File: src/rtl/ctrl_pkg.sv
// Purpose : shared types and constants for the control sequencer: state enum,
//           opcode values, Ctl strobe bit positions and AluOp codes.
// Latency : n/a (declarations only). Backpressure: n/a.
package ctrl_pkg;

  // Ctl strobe bit positions (bit 0 is the LSB of Ctl).
  localparam int CTL_W       = 20;
  localparam int CTL_PCOUT   = 0;
  localparam int CTL_ZHIOUT  = 1;
  localparam int CTL_ZLOWOUT = 2;
  localparam int CTL_MDROUT  = 3;
  localparam int CTL_MARIN   = 4;
  localparam int CTL_ZIN     = 5;
  localparam int CTL_PCIN    = 6;
  localparam int CTL_MDRIN   = 7;
  localparam int CTL_IRIN    = 8;
  localparam int CTL_YIN     = 9;
  localparam int CTL_INCPC   = 10;
  localparam int CTL_READ    = 11;
  localparam int CTL_WRITE   = 12;
  localparam int CTL_GRA     = 13;
  localparam int CTL_GRB     = 14;
  localparam int CTL_GRC     = 15;
  localparam int CTL_RIN     = 16;
  localparam int CTL_ROUT    = 17;
  localparam int CTL_BAOUT   = 18;
  localparam int CTL_COUT    = 19;

  // ALU operation codes; everything else is reserved.
  localparam int unsigned ALU_ADD = 0;
  localparam int unsigned ALU_SUB = 1;
  localparam int unsigned ALU_AND = 2;
  localparam int unsigned ALU_OR  = 3;

  // Opcode values.
  localparam int unsigned OP_LD   = 0;
  localparam int unsigned OP_LDI  = 1;
  localparam int unsigned OP_ST   = 2;
  localparam int unsigned OP_ADD  = 3;
  localparam int unsigned OP_SUB  = 4;
  localparam int unsigned OP_AND  = 5;
  localparam int unsigned OP_OR   = 6;
  localparam int unsigned OP_ADDI = 12;
  localparam int unsigned OP_NOP  = 26;
  localparam int unsigned OP_HALT = 27;

  typedef enum logic [3:0] {
    S_IDLE, S_T0, S_T1, S_T2, S_T3, S_T4, S_T5, S_T6, S_T7, S_HALT
  } state_t;

  // Opcodes collapse onto a handful of execution shapes.
  typedef enum logic [2:0] {
    CL_LD, CL_LDI, CL_ST, CL_ALU, CL_ADDI, CL_NOP, CL_HALT, CL_ILL
  } opc_class_t;

  function automatic opc_class_t classify(input int unsigned opc);
    case (opc)
      OP_LD:                          return CL_LD;
      OP_LDI:                         return CL_LDI;
      OP_ST:                          return CL_ST;
      OP_ADD, OP_SUB, OP_AND, OP_OR:  return CL_ALU;
      OP_ADDI:                        return CL_ADDI;
      OP_NOP:                         return CL_NOP;
      OP_HALT:                        return CL_HALT;
      default:                        return CL_ILL;
    endcase
  endfunction

  // ALU select for register-register ops; ADD for anything else.
  function automatic int unsigned alu_code(input int unsigned opc);
    case (opc)
      OP_SUB:  return ALU_SUB;
      OP_AND:  return ALU_AND;
      OP_OR:   return ALU_OR;
      default: return ALU_ADD;
    endcase
  endfunction

endpackage

File: src/rtl/control_sequencer_if.sv
// Purpose : bundle between the control sequencer (master) and the datapath
//           (slave). Ports: IR/MemReady/Stop into the sequencer; Ctl/AluOp/Run/
//           IllegalOp out of it. Latency/backpressure: wires only.
interface control_sequencer_if #(
  parameter int DATA_W  = 32,
  parameter int ALUOP_W = 4
) ();

  logic [DATA_W-1:0]          IR;
  logic                       MemReady;
  logic                       Stop;
  logic [ctrl_pkg::CTL_W-1:0] Ctl;
  logic [ALUOP_W-1:0]         AluOp;
  logic                       Run;
  logic                       IllegalOp;

  modport master (
    input  IR, MemReady, Stop,
    output Ctl, AluOp, Run, IllegalOp
  );

  modport slave (
    output IR, MemReady, Stop,
    input  Ctl, AluOp, Run, IllegalOp
  );

endinterface

File: src/rtl/ctrl_decode.sv
// Purpose : combinational decode of (state, opcode) into Ctl strobes, AluOp, IllegalOp.
// Latency : 0 cycles (pure combinational).
// Backpressure: MemReady only gates the PC update strobes inside the fetch wait.
// Ports   : state, opcode, mem_ready in; ctl, alu_op, illegal_op out.
module ctrl_decode
  import ctrl_pkg::*;
#(
  parameter int OPC_W   = 5,
  parameter int ALUOP_W = 4
) (
  input  state_t             state,
  input  logic [OPC_W-1:0]   opcode,
  input  logic               mem_ready,
  output logic [CTL_W-1:0]   ctl,
  output logic [ALUOP_W-1:0] alu_op,
  output logic               illegal_op
);

  opc_class_t cls;

  assign cls = classify(32'(opcode));

  always_comb begin
    ctl        = '0;
    alu_op     = '0;
    illegal_op = 1'b0;
    case (state)
      S_T0: begin
        ctl[CTL_PCOUT] = 1'b1;
        ctl[CTL_MARIN] = 1'b1;
        ctl[CTL_INCPC] = 1'b1;
        ctl[CTL_ZIN]   = 1'b1;
      end
      S_T1: begin
        // Read/MDRin stay up through the wait; the incremented PC is only
        // committed in the completing cycle so a stall cannot double-load it.
        ctl[CTL_READ]    = 1'b1;
        ctl[CTL_MDRIN]   = 1'b1;
        ctl[CTL_ZLOWOUT] = mem_ready;
        ctl[CTL_PCIN]    = mem_ready;
      end
      S_T2: begin
        ctl[CTL_MDROUT] = 1'b1;
        ctl[CTL_IRIN]   = 1'b1;
      end
      S_T3: begin
        case (cls)
          CL_LD, CL_LDI, CL_ST: begin
            ctl[CTL_GRB]   = 1'b1;
            ctl[CTL_BAOUT] = 1'b1;
            ctl[CTL_YIN]   = 1'b1;
          end
          CL_ALU, CL_ADDI: begin
            ctl[CTL_GRB]  = 1'b1;
            ctl[CTL_ROUT] = 1'b1;
            ctl[CTL_YIN]  = 1'b1;
          end
          CL_ILL:  illegal_op = 1'b1;
          default: ;
        endcase
      end
      S_T4: begin
        case (cls)
          CL_LD, CL_LDI, CL_ST, CL_ADDI: begin
            ctl[CTL_COUT] = 1'b1;
            ctl[CTL_ZIN]  = 1'b1;
            alu_op        = ALUOP_W'(ALU_ADD);
          end
          CL_ALU: begin
            ctl[CTL_GRC]  = 1'b1;
            ctl[CTL_ROUT] = 1'b1;
            ctl[CTL_ZIN]  = 1'b1;
            alu_op        = ALUOP_W'(alu_code(32'(opcode)));
          end
          default: ;
        endcase
      end
      S_T5: begin
        case (cls)
          CL_LD, CL_ST: begin
            ctl[CTL_ZLOWOUT] = 1'b1;
            ctl[CTL_MARIN]   = 1'b1;
          end
          CL_LDI, CL_ALU, CL_ADDI: begin
            ctl[CTL_ZLOWOUT] = 1'b1;
            ctl[CTL_GRA]     = 1'b1;
            ctl[CTL_RIN]     = 1'b1;
          end
          default: ;
        endcase
      end
      S_T6: begin
        case (cls)
          CL_LD: begin
            ctl[CTL_READ]  = 1'b1;
            ctl[CTL_MDRIN] = 1'b1;
          end
          CL_ST: begin
            ctl[CTL_GRA]   = 1'b1;
            ctl[CTL_ROUT]  = 1'b1;
            ctl[CTL_MDRIN] = 1'b1;
          end
          default: ;
        endcase
      end
      S_T7: begin
        case (cls)
          CL_LD: begin
            ctl[CTL_MDROUT] = 1'b1;
            ctl[CTL_GRA]    = 1'b1;
            ctl[CTL_RIN]    = 1'b1;
          end
          CL_ST:   ctl[CTL_WRITE] = 1'b1;
          default: ;
        endcase
      end
      default: ;  // IDLE and HALT drive nothing
    endcase
  end

endmodule

File: src/rtl/control_sequencer.sv
// Purpose : hardwired T-state control sequencer; owns the state register and
//           transitions, strobes come from ctrl_decode.
// Latency : 6 cycles for LDI/ALU/ADDI, 8 for LD/ST, +1 per MemReady=0 cycle.
// Backpressure: MemReady=0 holds T1/T6(LD)/T7(ST); Stop=1 parks in IDLE at instruction boundaries.
// Ports   : Clock, Clear (sync, active-low), bus (master modport of control_sequencer_if).
module control_sequencer
  import ctrl_pkg::*;
#(
  parameter int DATA_W  = 32,
  parameter int OPC_W   = 5,
  parameter int ALUOP_W = 4
) (
  input  logic                 Clock,
  input  logic                 Clear,
  control_sequencer_if.master  bus
);

  state_t           state;
  logic             run_q;
  logic [OPC_W-1:0] opcode;
  opc_class_t       cls;
  logic             unused_ir;

  // The T2 branch (NOP/HALT) relies on the datapath presenting the incoming
  // instruction on IR while IRin is asserted (write-through IR load).
  assign opcode    = bus.IR[DATA_W-1 -: OPC_W];
  assign cls       = classify(32'(opcode));
  assign unused_ir = ^bus.IR[DATA_W-OPC_W-1:0];

  // Every instruction end goes through here, so Stop is only ever honoured
  // between instructions.
  function automatic state_t boundary(input logic stop);
    return stop ? S_IDLE : S_T0;
  endfunction

  function automatic state_t next_state(input state_t s, input opc_class_t c,
                                        input logic mr, input logic stop);
    state_t n;
    n = s;
    case (s)
      S_IDLE: n = boundary(stop);
      S_T0:   n = S_T1;
      S_T1:   n = mr ? S_T2 : S_T1;
      S_T2: begin
        case (c)
          CL_NOP:  n = boundary(stop);
          CL_HALT: n = S_HALT;
          default: n = S_T3;
        endcase
      end
      S_T3:   n = (c == CL_ILL) ? boundary(stop) : S_T4;
      S_T4:   n = S_T5;
      S_T5:   n = (c == CL_LD || c == CL_ST) ? S_T6 : boundary(stop);
      S_T6: begin
        if (c == CL_LD) n = mr ? S_T7 : S_T6;
        else            n = S_T7;
      end
      S_T7: begin
        if (c == CL_ST) n = mr ? boundary(stop) : S_T7;
        else            n = boundary(stop);
      end
      S_HALT: n = S_HALT;  // only Clear leaves HALT
      default: n = S_IDLE;
    endcase
    return n;
  endfunction

  function automatic logic running(input state_t s);
    return (s != S_IDLE) && (s != S_HALT);
  endfunction

  always_ff @(posedge Clock) begin
    if (!Clear) begin
      state <= S_IDLE;
      run_q <= 1'b0;
    end else begin
      state <= next_state(state, cls, bus.MemReady, bus.Stop);
      // Run is registered from the next state so it lines up with the state.
      run_q <= running(next_state(state, cls, bus.MemReady, bus.Stop));
    end
  end

  ctrl_decode #(
    .OPC_W   (OPC_W),
    .ALUOP_W (ALUOP_W)
  ) u_decode (
    .state      (state),
    .opcode     (opcode),
    .mem_ready  (bus.MemReady),
    .ctl        (bus.Ctl),
    .alu_op     (bus.AluOp),
    .illegal_op (bus.IllegalOp)
  );

  assign bus.Run = run_q;

endmodule

File: src/flat_wrapper.sv
// flat-port wrapper written by rule: the top's interface ports become plain ports
module control_sequencer_flat import ctrl_pkg::*;
#(
  parameter int DATA_W  = 32,
  parameter int OPC_W   = 5,
  parameter int ALUOP_W = 4
)
  (Clock, Clear, bus_IR, bus_MemReady, bus_Stop, bus_Ctl, bus_AluOp, bus_Run, bus_IllegalOp);
  control_sequencer_if #(.DATA_W(DATA_W), .ALUOP_W(ALUOP_W)) bus_i ();
  input  logic Clock;
  input  logic Clear;
  input wire logic [$bits(bus_i.IR)-1:0] bus_IR;
  input wire logic [$bits(bus_i.MemReady)-1:0] bus_MemReady;
  input wire logic [$bits(bus_i.Stop)-1:0] bus_Stop;
  output wire logic [$bits(bus_i.Ctl)-1:0] bus_Ctl;
  output wire logic [$bits(bus_i.AluOp)-1:0] bus_AluOp;
  output wire logic [$bits(bus_i.Run)-1:0] bus_Run;
  output wire logic [$bits(bus_i.IllegalOp)-1:0] bus_IllegalOp;
  assign bus_i.IR = bus_IR;
  assign bus_i.MemReady = bus_MemReady;
  assign bus_i.Stop = bus_Stop;
  assign bus_Ctl = bus_i.Ctl;
  assign bus_AluOp = bus_i.AluOp;
  assign bus_Run = bus_i.Run;
  assign bus_IllegalOp = bus_i.IllegalOp;
  control_sequencer #(.DATA_W(DATA_W), .OPC_W(OPC_W), .ALUOP_W(ALUOP_W)) u_core (.Clock(Clock), .Clear(Clear), .bus(bus_i));
endmodule
File: config.mk
export PLATFORM = sky130hd
export DESIGN_NAME = control_sequencer_flat
export DESIGN_NICKNAME = d
export VERILOG_FILES = /design/src/rtl/ctrl_pkg.sv /design/src/rtl/control_sequencer_if.sv /design/src/rtl/ctrl_decode.sv /design/src/rtl/control_sequencer.sv /design/src/flat_wrapper.sv
export SDC_FILE = /design/constraint.sdc
export NUM_CORES = 1
export LEC_CHECK = 0
export ABC_AREA = 1
export BUFFER_PORTS_ARGS = -buffer_cell sky130_fd_sc_hd__buf_2
export CORE_MARGIN = 5
export CORE_UTILIZATION = 41
export CTS_BUF_LIST = sky130_fd_sc_hd__clkbuf_8
export DETAILED_ROUTE_END_ITERATION = 8
export PLACE_DENSITY_LB_ADDON = 0.05
export SLEW_MARGIN = 15
export SYNTH_ARGS = -nofsm -noshare
export SYNTH_HDL_FRONTEND = slang
export SYNTH_SLANG_ARGS = --single-unit
File: constraint.sdc
create_clock -name Clock -period 2.1 [get_ports Clock]
set_clock_uncertainty 0.2 [all_clocks]
set_input_delay 0.21 -clock Clock [delete_from_list [all_inputs] [get_ports Clock]]
set_output_delay 0.21 -clock Clock [all_outputs]
set_load 0.01 [all_outputs]
==> results.md, run 1 <==
- Via density per instance: 4.57
- Synth Area in Adders: 0%
- Core area: 1920 um^2
- Aggregate global-route resource usage: 15.8%
- Area occupied by registers: 100 um^2
- Number of fill cells in the layout: 208
- Run status: complete, no violations
- Fin. Hold Viols: 0
- H-tree level count: 1
- Worst Setup Slack post-DPL: 97.0 ps
- Num rows: 16
- Number of optimization iterations in the first detailed-route pass: 4
- Number of antenna violations at the first check in global routing: 0
- Seq/Total Area, Yosys: 12.3%
- First-pass GRT wire length: 3.51 mm
- Main combinational cell family by area after synthesis: simple AND/OR/NAND/NOR gates
- Initial core utilization: 42.3%
- Count of buffers inserted at the top-level ports: 31
- Initial DRC count: 19
- Sequential share of power: 23.8%
- Post-synthesis average cell area: 5.93 um^2
- Max-Cap Viols: 0
- Share of cell area taken by muxes after synthesis: 0%
- Worst-path clk slew: 30 ps
- Global-route congestion overflow total: 0
- Count of state elements after synthesis: 5
- RePlAce Congestion: 0.917
- Fraction of final layout cells with drive strength greater than 1: 43.8%
- Highest ir drop seen on vdd: 0.651 mV
- Final wirelength: 2.26 mm
- Syn-to-layout area delta: 40.2%
- Switching power share of the total: 36.6%
- Critical path data required time: 1690 ps
- Final setup violation count: 0
- Min-Delay Path Class: in2reg
- Total power consumption of the routed design: 472 uW
- Final Critical Period: 2030 ps
- Final instance count without filler cells: 203
- CP Launch Type: primary input
- Clock Tree Buf Depth: 2
- DPL Wire Length: 1.84 mm
- Routed length per instance: 11.1 um
- Number of cells after detailed placement: 193
- Final Worst Setup Slack: 73.5 ps
- Number of top-level pins: 62
- Max Fanout on Critical Path: 5
- Area fraction in and, or, nand and nor cells after synthesis: 67.3%
- Footprint of the multi-input gates: 646 um^2
- Critical path class: in2out
- Start point of the worst hold path: Clear
- Start of the worst register-to-register path: u_core.state[0]
- Relative contribution of the clock network to total power: 36.3%
- Setup crit start: bus_IR[29]
- Total number of clock tree sinks: 5
- Maximum number of pins on one net before global-route repair: 7
- Relative contribution of combinational cells to total power: 39.9%
- Unrepaired setup endpoints after global routing: yes
- Total leakage power: 0.661 nW
- Height of the chip: 54.5 um
- Warnings from Yosys: 0
- Number of CTS-inserted buffers: 3
- Worst skew pair latency: 220 ps
- TritonCTS clock tree: done
- Number of global-route vias before repair: 847
- Critical path capture point type: output port
- Hold Buf Count CTS: 0
- Switching power total: 173 uW
- Arrival time of the worst setup path: 1620 ps
- Nets@finish: 213
- Power density over the cells: 414 nW/um^2
- Diodes inserted: 0
- Library cell used as clock root buffer: clkbuf_8
- Portion of the clock cycle consumed by the worst path in the final layout: 96.5%
- Die Wd: 54.5 um
- Netlist area before placement: 812 um^2
- Via total after detailed routing: 927
- Max-slew violation total from the final report: 0
- Upper clock frequency limit: 493 MHz
- Leading cell types in the layout, fill and taps excluded: nand2_1 (40), buf_2 (28), inv_1 (16)
- Share of the synthesized netlist area taken by xor and xnor gates: 0%
- Antenna Nets Post-Route: 0
- Syn Inst Count: 137
- Internal power: 299 uW
- Area of the die: 2970 um^2
- Number of design rule violations left after detail routing: 0
- Unique cell type count in the Yosys netlist: 28
- Most common cell after layout, fill and taps aside: nand2_1
- Complex-gate fraction of the synthesized area: 4.31%
## power groups by stage
stage	Sequential (mW)	Combinational, mW	Clock [mW]
6_report	0.112	0.188	0.171
5_1_grt	0.114	0.210	0.187
4_1_cts	0.111	0.165	0.177
3_5_place_dp	0.112	0.164	0
3_3_place_gp	0.111	0.163	0
2_1_floorplan	0.113	0.118	0
## per-layer routing
layer / vias up / track usage [%] / routed length [um]
met1: 401 / 19.3 / 921
met5: - / 0 / 0
li1: 500 / - / -
met3: 2 / 3.54 / 154
met4: 0 / 1.66 / 18
met2: 24 / 28.7 / 1170
## path summary, 6_finish.rpt
path,end,slack [ps],cells after the start
worst max-delay path,bus_AluOp[1],70,11
worst min-delay path,u_core.state[3],30,3
worst max register to register,u_core.bus.Run,320,11
worst min register to register,u_core.state[1],570,4
## cells in the mapped netlist (all sizes together)
library cell  count  share of area [%]
conb              1               0.46
a21oi             3                1.8
o21ai             1               0.62
nand4             4                4.6
nor2             20                 12
nor4              1                2.6
nand2            48                 25
nand3            13                 13
clkinv            1               0.46
o2bb2ai           1                1.1
nand3b            2                1.8
a31oi             1               0.77
nor3              7                6.2
and2              1               0.77
inv              22                 10
or2               1               0.77
buf               5                4.6
dfxtp             5                 12
## layout make-up
| cell class | instances | area share (%) |
|---|---|---|
| clock buffer | 3 | 3.63 |
| clock inverter | 1 | 0.330 |
| inverter | 23 | 8.02 |
| multi-input combinational | 106 | 56.7 |
| sequential | 5 | 8.79 |
| tap | 27 | 2.97 |
| timing repair buffer | 38 | 19.6 |
## through the flow
stage	setup TNS (ps)	area, um^2	utilization [%]	hold WS, ps
global placement	0	978	50.9	251
CTS	0	1020	53.3	28.7
floorplan	0	820	-	108
global route	-82.7	1140	59.2	56.7
finish	0	1140	59.2	32.1
detailed placement	0	978	50.9	255
## worst max-delay path: stages
cell and delay [ps]:
buf_4 150, nand2_2 70, nand2_1 60, nand2_2 90, nand2_4 70, nor2_4 90, inv_2 50, nor4_4 320
nand4_2 180, nor3_2 180, buf_2 140
## kinds of logic after synthesis
logic type      Yosys count
flops                     5
simple gates             97
compound gates            6
other cells               1
buf+inv                  28
## registers in the layout, summed over array words and instances (netlist names)
register,count
u_core.bus.Run,1
u_core.state,4
## timing repair
| item | 4_1_cts | 5_1_grt |
|---|---|---|
| gates resized for setup | 0 | 20 |
| endpoints found under the setup margin | 0 | 4 |
| setup buffers | 0 | 6 |
Note: power is estimated with default switching activity, not from simulation.
==> inputs of run 2 (changes only) <==
Clock period 2.1 ns to 1.9 ns, I/O delays scaled along.
==> run 2 against run 1 <==
Effect of this change:
- global-route usage decreased by 0.73 points
- utilization decreased by 0.52 points
- clock power increased by 8%
==> results.md, run 2 (same netlist as run 1, synthesis figures left out) <==
- Total leakage power: 0.667 nW (+0.96%)
- Switching power total: 182 uW (+5.4%)
- Aggregate global-route resource usage: 15.0% (-0.73 points)
- Num rows: 16 (unchanged)
- Arrival time of the worst setup path: 1460 ps (-160 ps)
- DPL Wire Length: 1.82 mm (-1.1%)
- Worst skew pair latency: 210 ps (about the same)
- Most common cell after layout, fill and taps aside: nand2_1
- Clock Tree Buf Depth: 2 (unchanged)
- Max reg flops: 4 (unchanged)
- Diodes inserted: 0 (unchanged)
- TritonCTS clock tree: done
- Sequential share of power: 24.7% (+0.9 points)
- Portion of the clock cycle consumed by the worst path in the final layout: 97.2%
- Fin. Hold Viols: 0 (unchanged)
- Family with the most delay on the worst path: simple AND/OR/NAND/NOR gates
- Most frequent cell on the critical path: nand2_1
- Final instance count without filler cells: 204 (+0.49%)
- Worst-path clk slew: 40 ps (about the same)
- Routed length per instance: 10.4 um (-6.9%)
- Initial DRC count: 12 (-7)
- Global-route congestion overflow total: 0 (unchanged)
- Number of design rule violations left after detail routing: 0 (unchanged)
- Highest ir drop seen on vdd: 0.739 mV (+13%)
- Sum of buffers and inverters on the critical path: 3 (unchanged)
- Critical path data required time: 1510 ps (-180 ps)
- Core area: 1920 um^2 (unchanged)
- Max-slew violation total from the final report: 0 (unchanged)
- Die Wd: 54.5 um (unchanged)
- Number of antenna violations at the first check in global routing: 0 (unchanged)
- Maximum number of pins on one net before global-route repair: 7 (unchanged)
- Initial core utilization: 42.3% (unchanged)
- Total number of clock tree sinks: 5 (unchanged)
- Count of buffers inserted at the top-level ports: 31 (unchanged)
- Library cell used as clock root buffer: clkbuf_8
- Power density over the cells: 452 nW/um^2 (+9.1%)
- Final wirelength: 2.12 mm (-6.4%)
- Number of cells after detailed placement: 197 (+2.1%)
- Critical path class: reg2out
- Via density per instance: 4.58 (+0.26%)
- Internal power: 328 uW (+9.8%)
- Number of top-level pins: 62 (unchanged)
- Leading cell types in the layout, fill and taps excluded: nand2_1 (41), buf_2 (28), inv_1 (15)
- CP Launch Type: flop
- Number of optimization iterations in the first detailed-route pass: 4 (unchanged)
- Fraction of final layout cells with drive strength greater than 1: 45.8% (+2.0 points)
- Slowest Stage Delay on Critical Path: 340 ps (+20 ps)
- Max Fanout on Critical Path: 4 (-1)
- Height of the chip: 54.5 um (unchanged)
- Nets@finish: 214 (+0.47%)
- H-tree level count: 1 (unchanged)
- Number of CTS-inserted buffers: 3 (unchanged)
- Total power consumption of the routed design: 510 uW (+8.2%)
- RePlAce Congestion: 0.926 (+0.92%)
- Critical-path top delay cell: dfxtp_2
- Hold Buf Count CTS: 0 (unchanged)
- Ordered cell list for the critical path: inv_1, nand2_1, nor2_1, nand2_1, inv_1, nand2_1, nand3b_1, buf_2
- Total cell area at the placement stage: 1010 um^2 (+3.1%)
- First-pass GRT wire length: 3.34 mm (-4.9%)
- Switching power share of the total: 35.6% (-0.94 points)
- Run status: complete, no violations
- Finished Cell Area: 1130 um^2 (-0.88%)
- Reg with most FFs: u_core.state
- Via total after detailed routing: 934 (+0.76%)
- Critical path capture point type: output port
- Relative contribution of combinational cells to total power: 39.3% (-0.6 points)
- Min-Delay Path Class: in2reg
- Final Critical Period: 1850 ps
- Share of the core filled with cells: 58.7% (-0.52 points)
- Number of global-route vias before repair: 802 (-5.3%)
- Sum of negative setup slack: 0 ps (unchanged)
- Max-Cap Viols: 0 (unchanged)
- Upper clock frequency limit: 541 MHz
- Final setup violation count: 0 (unchanged)
- Relative contribution of the clock network to total power: 36.0% (-0.3 points)
- Unrepaired setup endpoints after global routing: yes
- Syn-to-layout area delta: 39.0%
- Area of the die: 2970 um^2 (unchanged)
- Antenna Nets Post-Route: 0 (unchanged)
run 2: cell count changes in the layout (fill, tap and decap cells not counted), sizes merged:
cell / before / now
buf: 38 / 39
run 2: worst reg2reg max path: cells and delay by family (launching register included):
| kind | cells | cell delay (ps) |
|---|---|---|
| flops | 1 | 380 |
| simple gates | 9 | 860 |
| buf+inv | 2 | 150 |
run 2: metal layers:
| metal | share of wire (%) | vias to the layer above | global-route usage, % |
|---|---|---|---|
| met4 | 0 | 0 | 0.830 |
| met3 | 5.6 | 0 | 3.81 |
| met2 | 51 | 22 | 26.7 |
| met5 | 0 | - | 0 |
| li1 | - | 506 | - |
| met1 | 44 | 406 | 18.9 |
run 2: power by group through the flow:
stage               clock network [mW]  registers (mW)  logic (mW)
global route                     0.203           0.128       0.224
global placement                     0           0.123       0.185
detailed placement                   0           0.124       0.187
finish                           0.184           0.126       0.200
floorplan                            0           0.125       0.130
CTS                              0.187           0.123       0.189
run 2: area by class of cell:
cell class	instances	area [um^2]
Fill cell	206	793
Sequential cell	5	104
Clock buffer	3	41.3
Clock inverter	1	3.75
Tap cell	27	33.8
Inverter	23	91.3
Timing Repair Buffer	39	223
Multi-Input combinational cell	106	632
run 2: worst paths after layout:
| check | depth (start not counted) | slack, ps | endpoint | startpoint |
|---|---|---|---|---|
| setup / recovery | 8 | 50 | bus_Ctl[17] | u_core.state[0] |
| hold / removal | 3 | 20 | u_core.state[3] | Clear |
| setup reg to reg | 11 | 210 | u_core.bus.Run | u_core.state[0] |
| hold reg to reg | 4 | 560 | u_core.state[1] | u_core.state[1] |
run 2: timing repair:
item,4_1_cts,5_1_grt
setup buffers,1,2
endpoints found under the hold margin,0,0
resized for setup,2,18
pin swaps,0,0
endpoints found under the setup margin,3,7
run 2: per-stage QoR:
step           hold WS, ps  setup WS (ps)
2_1_floorplan         87.6            194
3_3_place_gp           232           61.7
3_5_place_dp           236           18.8
4_1_cts               15.4          -31.0
5_1_grt               40.9          -48.2
6_report              17.1           53.0
